File: src/rtl/uart_arb_pkg.sv
// Shared types, constants and the round-robin search helper for the UART TX arbiter.
package uart_arb_pkg;

   typedef enum logic [1:0] {
      StIdle,
      StHdr,
      StData
   } arb_state_t;

   localparam logic [3:0] HDR_TAG = 4'hA;
   localparam int unsigned RR_MAX = 16;

   // Unused upper request bits must be zero; the search then wraps modulo RR_MAX and
   // lands on the correct index for any NREQ up to RR_MAX.
   function automatic logic [3:0] rr_next(input logic [RR_MAX-1:0] req, input logic [3:0] last);
      logic [3:0] idx;
      rr_next = last;
      for (int i = RR_MAX; i >= 1; i--) begin
         idx = last + 4'(i);
         if (req[idx]) rr_next = idx;
      end
   endfunction

endpackage

File: src/rtl/rr_arbiter.sv
// Combinational round-robin pick: first request above last_grant, wrapping around.
module rr_arbiter
   import uart_arb_pkg::*;
#(
   parameter int unsigned NREQ = 4
) (
   input  logic [NREQ-1:0]         i_req,
   input  logic [$clog2(NREQ)-1:0] i_last,
   output logic [$clog2(NREQ)-1:0] o_idx,
   output logic                    o_any
);

   localparam int unsigned GW = $clog2(NREQ);

   logic [3:0] w_idx;

   assign w_idx = rr_next(RR_MAX'(i_req), 4'(i_last));
   assign o_idx = GW'(w_idx);
   assign o_any = |i_req;

endmodule

File: src/rtl/uart_tx_arbiter.sv
// Round-robin, packet-granular sharing of one UART TX FIFO write port among NREQ sources,
// with an optional channel header byte and a mid-packet stall timeout.
module uart_tx_arbiter
   import uart_arb_pkg::*;
#(
   parameter int unsigned NREQ    = 4,
   parameter int unsigned DBIT    = 8,
   parameter int unsigned HDR_EN  = 1,
   parameter int unsigned TIMEOUT = 1023
) (
   input  logic                       i_clk,
   input  logic                       i_reset_n,
   input  logic [NREQ-1:0]            i_req_valid,
   input  logic [NREQ-1:0][DBIT-1:0]  i_req_data,
   input  logic [NREQ-1:0]            i_req_last,
   output logic [NREQ-1:0]            o_req_ready,
   input  logic                       i_tx_full,
   output logic                       o_wr_uart,
   output logic [DBIT-1:0]            o_w_data,
   output logic [$clog2(NREQ)-1:0]    o_grant_id,
   output logic                       o_busy,
   output logic                       o_abort
);

   localparam int unsigned GW = $clog2(NREQ);
   localparam int unsigned CW = (TIMEOUT > 0) ? $clog2(TIMEOUT + 1) : 1;
   localparam logic [CW-1:0] CNT_LIMIT = CW'(TIMEOUT - 1);

   arb_state_t      r_state;
   arb_state_t      w_state_next;
   logic [GW-1:0]   r_grant;
   logic [GW-1:0]   w_grant_next;
   logic [GW-1:0]   r_last_grant;
   logic [GW-1:0]   w_last_next;
   logic [CW-1:0]   r_idle_cnt;
   logic [CW-1:0]   w_cnt_next;

   logic [GW-1:0]   w_pick;
   logic            w_any;
   logic            w_sel_valid;
   logic            w_sel_last;
   logic [DBIT-1:0] w_sel_data;
   logic [DBIT-1:0] w_hdr;

   rr_arbiter #(
      .NREQ (NREQ)
   ) u_rr (
      .i_req  (i_req_valid),
      .i_last (r_last_grant),
      .o_idx  (w_pick),
      .o_any  (w_any)
   );

   assign w_sel_valid = i_req_valid[r_grant];
   assign w_sel_last  = i_req_last[r_grant];
   assign w_sel_data  = i_req_data[r_grant];
   assign w_hdr       = DBIT'({HDR_TAG, 4'(r_grant)});

   assign o_grant_id = r_grant;
   assign o_busy     = (r_state != StIdle);

   always_comb begin
      w_state_next = r_state;
      w_grant_next = r_grant;
      w_last_next  = r_last_grant;
      w_cnt_next   = '0;
      o_req_ready  = '0;
      o_wr_uart    = 1'b0;
      o_w_data     = '0;
      o_abort      = 1'b0;
      case (r_state)
         StIdle: begin
            if (w_any) begin
               w_grant_next = w_pick;
               w_state_next = (HDR_EN != 0) ? StHdr : StData;
            end
         end
         StHdr: begin
            if (!i_tx_full) begin
               o_wr_uart    = 1'b1;
               o_w_data     = w_hdr;
               w_state_next = StData;
            end
         end
         StData: begin
            o_req_ready[r_grant] = !i_tx_full;
            if (w_sel_valid && !i_tx_full) begin
               o_wr_uart = 1'b1;
               o_w_data  = w_sel_data;
               if (w_sel_last) begin
                  w_state_next = StIdle;
                  w_last_next  = r_grant;
               end
            end else if (w_sel_valid) begin
               // FIFO back-pressure is not the source's fault: hold the count
               w_cnt_next = r_idle_cnt;
            end else if ((TIMEOUT != 0) && (r_idle_cnt == CNT_LIMIT)) begin
               o_abort      = 1'b1;
               w_state_next = StIdle;
               w_last_next  = r_grant;
            end else begin
               w_cnt_next = r_idle_cnt + CW'(1);
            end
         end
         default: w_state_next = StIdle;
      endcase
   end

   always_ff @(posedge i_clk or negedge i_reset_n) begin
      if (!i_reset_n) begin
         r_state      <= StIdle;
         r_grant      <= '0;
         r_last_grant <= GW'(NREQ - 1);
         r_idle_cnt   <= '0;
      end else begin
         r_state      <= w_state_next;
         r_grant      <= w_grant_next;
         r_last_grant <= w_last_next;
         r_idle_cnt   <= w_cnt_next;
      end
   end

endmodule

File: config.mk
export PLATFORM = sky130hd
export DESIGN_NAME = uart_tx_arbiter
export DESIGN_NICKNAME = d
export VERILOG_FILES = /design/src/rtl/uart_arb_pkg.sv /design/src/rtl/rr_arbiter.sv /design/src/rtl/uart_tx_arbiter.sv
export SDC_FILE = /design/constraint.sdc
export NUM_CORES = 1
export LEC_CHECK = 0
export CORE_MARGIN = 5
export CORE_UTILIZATION = 48
export DETAILED_ROUTE_END_ITERATION = 6
export PLACE_DENSITY_LB_ADDON = 0.12
export REMOVE_ABC_BUFFERS = 1
export SETUP_SLACK_MARGIN = 0.1
export SYNTH_ARGS = -nofsm -noshare
export SYNTH_HDL_FRONTEND = slang
export SYNTH_SLANG_ARGS = --single-unit
File: constraint.sdc
create_clock -name i_clk -period 6.8 [get_ports i_clk]
set_input_delay 0.68 -clock i_clk [delete_from_list [all_inputs] [get_ports i_clk]]
set_output_delay 0.68 -clock i_clk [all_outputs]
set_load 0.01 [all_outputs]
==> metrics.txt <==
PD cells=291 nW/µm²; placed cell area=around 2200 µm²; port bufs=59; synth unique cells=43; worst r2r src=r_last_grant[0]$_DFFE_PN1P_; Hold Path Sink=r_idle_cnt[9]$_DFFE_PN0N_; Post-CTS Hold Buffers=0; Seq/Total Area, Yosys=25.2%; net switching power=0.267 mW; Mapped Cells=166; GRT Residual Overflow=0; Synth area leader=dfrtp_1; antenna-violating nets left=0; P&R area growth vs syn=39.0%; Leak Pwr=around 0.90 nW; total number of vias=about 1500; clock group share of total power=9.8%; drt pass-1 iters=4; layout cell share with drive strength beyond 1=roughly an eighth; # clock sinks=16; hold slack=approximately 560 ps; Root Buffer=clkbuf_4; n_diodes=0; Core Area=3280 µm²; FF-to-FF End=o_grant_id[0]$_DFFE_PN0P_; CP Capture Type=output pin; worst skew pair latency=290 ps; yosys warns=0; Routed WL=slightly above 4 mm; WL/cell=15.3 µm; status=complete, no violations; Final Hold Viols=0; final net count=269; commonest non-fill, non-tap cell in the layout=clkdlybuf4s50_1; Die H=67.7 µm; Hold Path Stages=2; Critical Path AT=between 2000 and 3000 ps; Avg Cell Area, Syn=9.62 µm²; Final HPWL DP=3.35 mm; Final Cycle Share=53.3%; most frequent cells in the layout=clkdlybuf4s50_1, dfrtp_1, inv_1, mux4_2, nor2_1; # rows=21; HP Class=flop to flop; Initial DRC Count=51; fillers=273; Max-Cap Viols=0; largest net degree at the start of global routing=18; largest cells by area after synthesis=dfrtp_1, mux4_2, mux2i_1; PostCTS Resize Cnt=0; final setup violation count=0; post-CTS setup buffer count=0; I/O pins=60; Sw Ratio=about two fifths; Clock Path Buffers=2; area of the mapped netlist=roughly 1600 µm²; H-tree depth=1; vias per inst=between 5 and 6; Fin Setup TNS=0 ps; CTS Buf Count=3; CTS tree=yes; Comb pwr share=between 60% and 70%; Yosys reg bits=16; cell total after placement=260; vias in the first global route=1535; worst setup path class=input pin to output pin; reg2reg path depth=7; GP Congestion=0.792; initial antenna violation count=0; sequential fraction of design power=27.4%; post-route cell area=2220 µm²; clock skew=1.35 ps; Final Max Tran Viols=0; internal power=0.378 mW; critical path fanouts, max=10; critical path data required time=6120 ps; Hold Crit Start=r_idle_cnt[9]$_DFFE_PN0N_; Slew headroom=between 40% and 50%; Worst Tran Pin Value=795 ps; Final Non-Filler Cells=264; top achievable clock speed=between 0.2 and 0.3 GHz; RSZ-0062 raised after global routing=false; die area=4580 µm²; clock slew at reported path FFs=100 ps; crit start category=input pin; gr usage total=19.9%; fin crit period=3620 ps; Initial Util=between 40% and 50%; first-pass GRT wire length=6.88 mm; # DRC=0; top cell type's share of synthesized area=21.9%; r2r setup slk=just over 4000 ps; peak supply drop=0.137 mV; Die X=67.7 µm
routing by layer:
layer / vias to the layer above / global-route usage, % / part of all wire (%)
met2: 63 / 36.3 / 50
met3: 8 / 7.32 / 9.8
met1: 688 / 20.9 / 40
met4: 0 / 6.08 / 1.1
li1: 710 / - / -
met5: - / 0 / 0
worst max path at each step:
stage | depth (start not counted) | end | startpoint | slack, ps
6_report | 6 | o_w_data[7] | i_tx_full | 3180
5_1_grt | 6 | o_w_data[7] | i_tx_full | 2820
4_1_cts | 6 | o_w_data[7] | i_tx_full | 3150
3_5_place_dp | 6 | o_w_data[7] | i_tx_full | 3190
3_3_place_gp | 6 | o_w_data[7] | i_tx_full | 3310
2_1_floorplan | 5 | o_w_data[5] | o_grant_id[0]$_DFFE_PN0P_ | 4220
power groups by stage:
stage / clock [mW] / combinational (mW) / sequential (mW)
after floorplan: 0 / 0.285 / 0.169
after global routing: 0.0700 / 0.446 / 0.186
after CTS: 0.0654 / 0.407 / 0.179
final: 0.0635 / 0.405 / 0.177
after detailed placement: 0 / 0.405 / 0.180
after global placement: 0 / 0.396 / 0.179
cells by family (layout without fill, tap and decap cells):
group                      after synthesis  in the layout  synth area share, %
buffers and inverters                   23             75                 6.66
AOI/OAI and AO/OA                       28             28                 12.6
and+or+nand+nor                         58             58                 19.8
xor gates and xnor gates                 9              9                 4.94
adders and majority gates                7              7                 5.49
DFF                                     16             16                 25.2
muxes                                   25             25                 25.3
Yosys cell counts (all sizes together):
library cell,count
dfrtp,14
o21ai,9
mux4,12
dfstp,2
nor2,12
and3,3
o211ai,1
nor2b,6
nand2,7
o22ai,2
nand2b,5
o31ai,1
nand3b,2
o21a,2
or3b,1
and4,1
a211oi,1
and2,5
a221oi,2
mux2i,10
clkbuf,4
ha,7
nor3b,1
a21oi,4
xor2,7
xnor2,2
nand3,8
nand4,3
mux2,3
inv,12
a2bb2oi,1
nor4,2
a31oi,3
a221o,1
or2,1
a22oi,1
nor3,1
buf,7
cell type report:
cell class                      instances  area (µm²)  share of cell area, %
Timing Repair Buffer                   59         591                   26.6
Clock buffer                            4        36.3                   1.63
Tap cell                               46        57.6                   2.59
Inverter                               12        45.0                   2.03
Multi-Input combinational cell        127        1090                   49.0
Sequential cell                        16         403                   18.2
worst max-delay path: stages:
cell             delay [ps]
clkdlybuf4s50_1         600
nor3b_1                 400
a2bb2oi_1               140
nand2b_1                280
o21ai_0                 260
clkdlybuf4s50_1         580
state kept, by name, indices dropped and copies added, names as in the netlist:
name / count
r_idle_cnt: 10
o_grant_id: 2
r_last_grant: 2
r_state: 2
through the flow:
stage                     utilization [%]  worst slack (ps)  total power [mW]
after floorplan                         -              4220             0.454
after global placement               66.5              3310             0.574
after detailed placement             66.5              3190             0.585
after CTS                            67.6              3150             0.651
after global routing                 67.6              2820             0.702
final                                67.6              3180             0.646
Power figures use the tool's default switching activity.
